## config.mk

```make
export PLATFORM = sky130hd
export DESIGN_NAME = change_dispenser
export DESIGN_NICKNAME = d
export VERILOG_FILES = /design/src/rtl/change_dispenser.sv
export SDC_FILE = /design/constraint.sdc
export NUM_CORES = 1
export LEC_CHECK = 0
export BUFFER_PORTS_ARGS = -buffer_cell sky130_fd_sc_hd__buf_4
export CORE_ASPECT_RATIO = 0.5
export CORE_MARGIN = 2
export CORE_UTILIZATION = 42
export DETAILED_ROUTE_END_ITERATION = 8
export REMOVE_ABC_BUFFERS = 1
export SLEW_MARGIN = 10
export SYNTH_ARGS = -nofsm -noshare
export SYNTH_HDL_FRONTEND = slang
export SYNTH_SLANG_ARGS = --single-unit
```

## constraint.sdc

```tcl
create_clock -name clk -period 2.6 [get_ports clk]
set_input_delay 0.13 -clock clk [delete_from_list [all_inputs] [get_ports clk]]
set_output_delay 0.13 -clock clk [all_outputs]
set_load 0.05 [all_outputs]
```

## src/rtl/change_dispenser.sv

```systemverilog
// change_dispenser: pays a change amount (0..7 units) out of a coin hopper one
// coin at a time, using greedy 5/2/1 denominations limited by per-coin stock.
// The hopper is driven through a 4-phase coin_req/coin_ack handshake. The block
// reports a done pulse with any unpaid shortfall, and latches a sticky fault
// when the hopper fails to acknowledge in time.
module change_dispenser #(
  parameter int STOCK_W     = 4,
  parameter int STOCK_INIT  = 8,
  parameter int ACK_TIMEOUT = 15
) (
  input  logic               clk,
  input  logic               rst,
  input  logic               ch_valid,
  input  logic [2:0]         ch,
  input  logic               restock,
  output logic               coin_req,
  output logic [1:0]         coin_sel,
  input  logic               coin_ack,
  output logic               busy,
  output logic               done,
  output logic               short,
  output logic [2:0]         owed,
  output logic               fault,
  output logic [STOCK_W-1:0] stock1,
  output logic [STOCK_W-1:0] stock2,
  output logic [STOCK_W-1:0] stock5
);

  typedef enum logic [2:0] {
    ST_IDLE, ST_SELECT, ST_REQ, ST_RELEASE, ST_DONE, ST_FAULT
  } state_t;

  localparam logic [1:0] SEL_NONE = 2'b00;
  localparam logic [1:0] SEL_1    = 2'b01;
  localparam logic [1:0] SEL_2    = 2'b10;
  localparam logic [1:0] SEL_5    = 2'b11;

  localparam int                 TW    = $clog2(ACK_TIMEOUT + 1);
  localparam logic [TW-1:0]      TLAST = TW'(ACK_TIMEOUT - 1);
  localparam logic [STOCK_W-1:0] SINIT = STOCK_W'(STOCK_INIT);
  localparam logic [STOCK_W-1:0] SONE  = STOCK_W'(1);

  state_t               state, state_nx;
  logic [2:0]           rem_q;
  logic [1:0]           sel_q;
  logic [1:0]           pick_sel;
  logic [TW-1:0]        tcnt_q;
  logic [STOCK_W-1:0]   stock1_q, stock2_q, stock5_q;
  logic                 short_q;
  logic [2:0]           owed_q;

  // Unit value of a coin code.
  function automatic logic [2:0] coin_value(input logic [1:0] sel);
    case (sel)
      SEL_1:   return 3'd1;
      SEL_2:   return 3'd2;
      SEL_5:   return 3'd5;
      default: return 3'd0;
    endcase
  endfunction

  // Greedy choice: largest denomination that fits the remainder and is in stock.
  always_comb begin
    // NOTE: every always_comb output gets a default first so no path can infer a latch.
    pick_sel = SEL_NONE;
    if (rem_q >= 3'd5 && stock5_q != '0)      pick_sel = SEL_5;
    else if (rem_q >= 3'd2 && stock2_q != '0) pick_sel = SEL_2;
    else if (rem_q >= 3'd1 && stock1_q != '0) pick_sel = SEL_1;
  end

  // Next-state logic for the payout sequencer.
  always_comb begin
    state_nx = state;
    case (state)
      ST_IDLE:    if (ch_valid) state_nx = (ch == 3'd0) ? ST_DONE : ST_SELECT;
      ST_SELECT:  state_nx = (pick_sel == SEL_NONE) ? ST_DONE : ST_REQ;
      ST_REQ: begin
        if (coin_ack)             state_nx = ST_RELEASE;
        else if (tcnt_q == TLAST) state_nx = ST_FAULT;
      end
      ST_RELEASE: if (!coin_ack) state_nx = (rem_q == 3'd0) ? ST_DONE : ST_SELECT;
      ST_DONE:    state_nx = ST_IDLE;
      ST_FAULT:   state_nx = ST_FAULT;
      default:    state_nx = ST_IDLE;
    endcase
  end

  // State register; reset overrides any handshake in flight.
  always_ff @(posedge clk) begin
    // NOTE: sequential state uses non-blocking assignments so every register samples pre-edge values.
    if (!rst) state <= ST_IDLE;
    else      state <= state_nx;
  end

  // Datapath: remainder, chosen coin, timeout counter, stock and result registers.
  always_ff @(posedge clk) begin
    if (!rst) begin
      rem_q    <= '0;
      sel_q    <= SEL_NONE;
      tcnt_q   <= '0;
      stock1_q <= SINIT;
      stock2_q <= SINIT;
      stock5_q <= SINIT;
      short_q  <= 1'b0;
      owed_q   <= '0;
    end else begin
      case (state)
        ST_IDLE: begin
          if (restock) begin
            stock1_q <= SINIT;
            stock2_q <= SINIT;
            stock5_q <= SINIT;
          end
          if (ch_valid) begin
            rem_q   <= ch;
            short_q <= 1'b0;
            owed_q  <= '0;
          end
        end
        ST_SELECT: begin
          sel_q  <= pick_sel;
          tcnt_q <= '0;
          if (pick_sel == SEL_NONE) begin
            short_q <= 1'b1;
            owed_q  <= rem_q;
          end
        end
        ST_REQ: begin
          if (coin_ack) begin
            rem_q <= rem_q - coin_value(sel_q);
            case (sel_q)
              SEL_1:   stock1_q <= stock1_q - SONE;
              SEL_2:   stock2_q <= stock2_q - SONE;
              SEL_5:   stock5_q <= stock5_q - SONE;
              default: ;
            endcase
          end else begin
            tcnt_q <= tcnt_q + TW'(1);
          end
        end
        default: ;
      endcase
    end
  end

  assign coin_req = (state == ST_REQ);
  assign coin_sel = (state == ST_REQ || state == ST_RELEASE) ? sel_q : SEL_NONE;
  assign busy     = (state == ST_SELECT || state == ST_REQ || state == ST_RELEASE);
  assign done     = (state == ST_DONE);
  assign fault    = (state == ST_FAULT);
  assign short    = short_q;
  assign owed     = owed_q;
  assign stock1   = stock1_q;
  assign stock2   = stock2_q;
  assign stock5   = stock5_q;

endmodule
```

---- Yosys cells after proc, flatten, opt, wreduce, memory -nomap -nowiden ----
Index checks and enable logic that the tools add are counted.
storage, ports and cells
  register bits ........................... 28
  input bits .............................. 8
  output and inout port bits .............. 22
  logic and storage cells ................. 96
cells by class
  $add $sub $neg .......................... 5
  $lt $le $gt $ge ......................... 3
  equality and inequality tests ........... 19
  multiplexer cells ....................... 37
  reductions and logical operators ........ 23
operators by type and width
  cell                                                                     count
  3-bit two-way mux                                                        14
  4-bit two-way mux                                                        8
  4-bit case mux with 2 select lines                                       4
  3-bit case mux with 5 select lines                                       1
  3-bit case mux with 2 select lines                                       2
  4-bit AND reduction                                                      3
  4-bit nonzero test                                                       3
  4-bit by 1-bit subtractor with 4-bit output, second input constant       3
  2-bit inequality test, second input constant                             5
  3-bit logical NOT                                                        3
  3-bit case mux with 3 select lines                                       1
  3-bit AND reduction                                                      3
  2-bit by 1-bit inequality test with 1-bit output, second input constant  4
  3-bit by 2-bit == test with 1-bit output, second input constant          2
  3-bit == test, second input constant                                     2
  2-bit two-way mux                                                        3
  2-bit nonzero test                                                       3
  4-bit by 1-bit adder with 4-bit output, second input constant            1
  2-bit == test, second input constant                                     2
  4-bit == test, second input constant                                     1
  3-bit by 1-bit == test with 1-bit output, second input constant          1
  3-bit by 1-bit >= comparator with 1-bit output, second input constant    1
  3-bit by 2-bit >= comparator with 1-bit output, second input constant    1
  3-bit >= comparator, second input constant                               1
  9 further kinds                                                          15

---- Depth between registers and ports, before layout ----
  word-level depth ........................ 8
  mapped depth ............................ 6
  depth with buffers taken out ............ 6

---- Least setup slack after synthesis ----
OpenSTA, ideal clock, no wires.
  path kind ............................... register -> output
  start point ............................. register state[1]
  end point ............................... output port done
  arrival time ............................ 1.781 ns
  required time ........................... 2.470 ns
  slack ................................... 0.689 ns
  cell stages (with the launch flop) ...... 4
  path buffers ............................ 2
  path through ............................ dfxtp_1 buf_2 clkbuf_1 nor3b_1
between the ends
  word-level cells in the longest chain between the ends .. 1
ends and longest elaborated chain
  element                 line  RTL
  start, declared         43    state_t state, state_nx;
  start signal, assigned  92    else state <= state_nx;
  3-bit == test           149   assign done = (state == ST_DONE);
  end, declared           20    output logic done,
No other way between the ends.

---- Final worst setup path ----
  start point ............................. register state[1]
  end point ............................... output port coin_req
between the ends
  word-level cells in the longest chain between the ends .. 1
ends and longest elaborated chain
  element                                   line  RTL
  3-bit by 2-bit == test with 1-bit output  146   assign coin_req = (state == ST_REQ);
  end, declared                             16    output logic coin_req,
No other way between the ends.

==> results.sh <==
export IMPL_run_status="finished, final reports clean"
export IMPL_dp_cells=279
export IMPL_fmax_mhz=505.5
export IMPL_wl_met2_um=1790
export IMPL_p_per_area_nw_per_um2=1195
export IMPL_hpwlAfterDp_um=2890
export IMPL_cts_buffers_inserted=3
export IMPL_dieArea_um2=4464
export IMPL_reg2reg_setup_slack_ns=0.69
export IMPL_power_frac_clock_pct=15.1
export IMPL_p_seq_share_pct=31.7
export IMPL_hold_buffers=0
export IMPL_chipWidth_um=92.52
export IMPL_antenna_found_initial=0
export IMPL_viasPerCell=5.466
export IMPL_reg2regPathDepth=3
export IMPL_pwr_share_comb_pct=53.2
export IMPL_min_from="rst"
export IMPL_yosysUniqueCellTypes=44
export IMPL_max_stage_delay_ns=0.72
export IMPL_tightest_slew_ns=0.6058
export IMPL_crit_slowest_cell="dfxtp_1"
export IMPL_arrival_ns=1.85
export IMPL_start_util_pct=43.03
export IMPL_detail_route_antenna_nets=0
export IMPL_syn_avg_cell_area_um2=7.948
export IMPL_cts_buffer_depth=2
export IMPL_p_int_uw=1200
export IMPL_ir_drop_v=0.0003973
export IMPL_synthFlopType="dfxtp_1"
export IMPL_totalNegativeSetupSlack_ns=0
export IMPL_cts_root_buf="clkbuf_8"
export IMPL_final_instance_count_excl_fill=283
export IMPL_setup_viol=0
export IMPL_coreArea_um2=3824
export IMPL_finClkSkew_ns=0.004253
export IMPL_async_reset_ff_share_pct=0
export IMPL_cap_viol_max_count=0
export IMPL_max_slew_margin_pct=59.56
export IMPL_grt_pass1_wl_um=6368
export IMPL_hold_end="rem_q[1]$_SDFFE_PN0P_"
export IMPL_grt_pass1_vias=1343
export IMPL_report_final_slew_viol_count=0
export IMPL_grt_overflow=0
export IMPL_fin_crit_ns=1.978
export IMPL_vias=1547
export IMPL_finalPower_uw=2329
export IMPL_routed_wl_um=3966
export IMPL_switching_share_pct=48.47
export IMPL_end_kind="output port"
export IMPL_post_route_drc_count=0
export IMPL_grt_max_degree=21
export IMPL_critical_path_startpoint_type="flip-flop"
export IMPL_finalHoldViolCount=0
export IMPL_portBuffers=29
export IMPL_path_clk_slew_ns=0.10
export IMPL_worstHoldPathCells=2
export IMPL_grt_use_total_pct=18.69
export IMPL_yosys_register_bits=28
export IMPL_cts_resized=0
export IMPL_m1WireLength_um=1999
export IMPL_place_gp_congestion=0.8022
export IMPL_row_count=16
export IMPL_dr_wl_met3_um=146
export IMPL_cp_required_ns=2.47
export IMPL_synth_warnings=0
export IMPL_syn_to_final_growth_pct=18.40
export IMPL_timing_rr_start="state[1]$_SDFFE_PN0P_"
export IMPL_ios=30
export IMPL_fin_crit_sh_pct=76.09
export IMPL_synth_seq_area_share_pct=34.07
export IMPL_fin_nets=248
export IMPL_top_layer_used="met4"
export IMPL_routedWlPerCell_um=14.01
export IMPL_postSynthCellCount=207
export IMPL_cts_tree="yes"
export IMPL_hold_class="in2reg"
export IMPL_clk_latency_ns=0.28
export IMPL_worstSetupPathType="reg2out"
export IMPL_drt_iter0_markers=72
export IMPL_dr_pass1_iters=4
export IMPL_leakagePower_uw=0.0008076
export IMPL_reg2reg_to="tcnt_q[3]$_SDFFE_PN0P_"
export IMPL_crit_chain="or3b_1 > inv_1 > buf_4"
export IMPL_rsz0062_at_grt="no"
export IMPL_h_tree_depth=1
export IMPL_clock_sinks=28
export IMPL_drive_gt1_share_pct=15.28
export IMPL_path_max_fanout=20
export IMPL_syn_cell_area_um2=1645
export IMPL_die_h_um=48.26
export IMPL_synth_edff_count=0
export IMPL_postCtsSetupBuffers=0
export IMPL_power_switching_uw=1129
export IMPL_diodes=0
[Yosys cell counts, types with 2 or more instances]
cell / number / area [um^2]
mux2i_1: 3 / 30.03
or2_2: 2 / 12.51
nor2b_1: 5 / 31.28
a21oi_1: 15 / 75.07
nand4_1: 2 / 12.51
a31oi_1: 5 / 31.28
xor2_1: 2 / 17.52
buf_2: 4 / 20.02
a21o_1: 2 / 15.01
nand2_1: 17 / 63.81
nand2b_1: 4 / 25.02
a211oi_1: 4 / 30.03
inv_1: 15 / 56.30
nor3b_1: 3 / 22.52
o32ai_1: 2 / 17.52
o211ai_1: 5 / 37.54
xnor2_1: 6 / 52.55
nor3_1: 7 / 35.03
o21a_1: 2 / 15.01
clkbuf_1: 6 / 22.52
a2bb2oi_1: 2 / 17.52
ha_1: 9 / 112.6
dfxtp_1: 28 / 560.5
o21ai_0: 9 / 45.04
or3b_1: 2 / 17.52
and2_1: 2 / 12.51
nor2_1: 21 / 78.83
nand3_1: 6 / 30.03
o22ai_1: 2 / 12.51
[registers in the layout, summed over array words and instances (netlist names)]
signal,count
owed,3
rem_q,3
sel_q,2
short,1
state,3
stock1,4
stock2,4
stock5,4
tcnt_q,4
[stage by stage]
step                cell area, um^2  hold WS [ns]  setup slack, ns  utilization, %
floorplan                      1592        0.2634           0.7630               -
detailed placement             1877        0.4622           0.7588           49.08
CTS                            1948        0.1668           0.6396           50.95
global route                   1948        0.1835           0.4998           50.95
finish                         1948        0.1727           0.6218           50.95
global placement               1877        0.4479           0.8064           49.08
[placed cells by master (no fill, tap or decap), drive strengths merged, types with 4 or more instances in the layout]
| cell | netlist | final |
|---|---|---|
| a211oi | 4 | 4 |
| a21oi | 15 | 15 |
| a31oi | 5 | 5 |
| buf | 5 | 29 |
| dfxtp | 28 | 28 |
| ha | 9 | 9 |
| inv | 15 | 15 |
| nand2 | 17 | 17 |
| nand2b | 4 | 4 |
| nand3 | 6 | 6 |
| nor2 | 21 | 21 |
| nor2b | 5 | 5 |
| nor3 | 7 | 7 |
| o211ai | 5 | 5 |
| o21ai | 10 | 10 |
| xnor2 | 6 | 6 |
[critical path: cells and delay by family, from the launching register on]
family	cells	cell delay, ns
buf+inv	2	0.32
flops	1	0.72
simple gates	1	0.52
[area by class of cell]
class                   count  area (um^2)
flip-flops and latches     28        560.5
inverters                  15        56.30
fillers                   384         1876
multi-input cells         153        974.7
clock inverters             1        30.03
well taps                  54        67.56
repair buffers             29        217.7
clock buffers               3        41.29
[worst max-delay path by stage]
stage                      startpoint                endpoint  slack, ns  depth (start not counted)
6_report        state[1]$_SDFFE_PN0P_                coin_req       0.62                          3
5_1_grt         state[1]$_SDFFE_PN0P_                coin_req       0.50                          3
4_1_cts         state[1]$_SDFFE_PN0P_                coin_req       0.64                          3
3_5_place_dp    state[1]$_SDFFE_PN0P_  tcnt_q[3]$_SDFFE_PN0P_       0.76                          3
3_3_place_gp    state[1]$_SDFFE_PN0P_  tcnt_q[3]$_SDFFE_PN0P_       0.81                          3
2_1_floorplan  stock2[0]$_SDFFE_PN0P_    owed[0]$_SDFFE_PN0P_       0.76                          6
[layer usage]
| layer | up-vias | global-route usage [%] |
|---|---|---|
| met1 | 739 | 25.30 |
| met3 | 4 | 4.328 |
| met5 | - | 0 |
| met2 | 40 | 31.39 |
| met4 | 0 | 4.776 |
| li1 | 764 | - |
[logic make-up after synthesis]
logic type | count (synthesis) | share of synthesized area, %
adders and majority gates | 10 | 8.061
DFF | 28 | 34.07
and+or+nand+nor | 79 | 24.72
buffers and inverters | 26 | 6.692
muxes | 3 | 1.825
AOI/OAI and AO/OA | 53 | 20.38
xor gates and xnor gates | 8 | 4.259
[power groups by stage]
stage               clock network (uW)  registers (uW)  logic [uW]
CTS                                359             733        1250
detailed placement                   0             741        1240
global route                       379             766        1370
finish                             351             738        1240
floorplan                            0             896         738
global placement                     0             737        1220
Note: power is estimated with default switching activity, not from simulation.
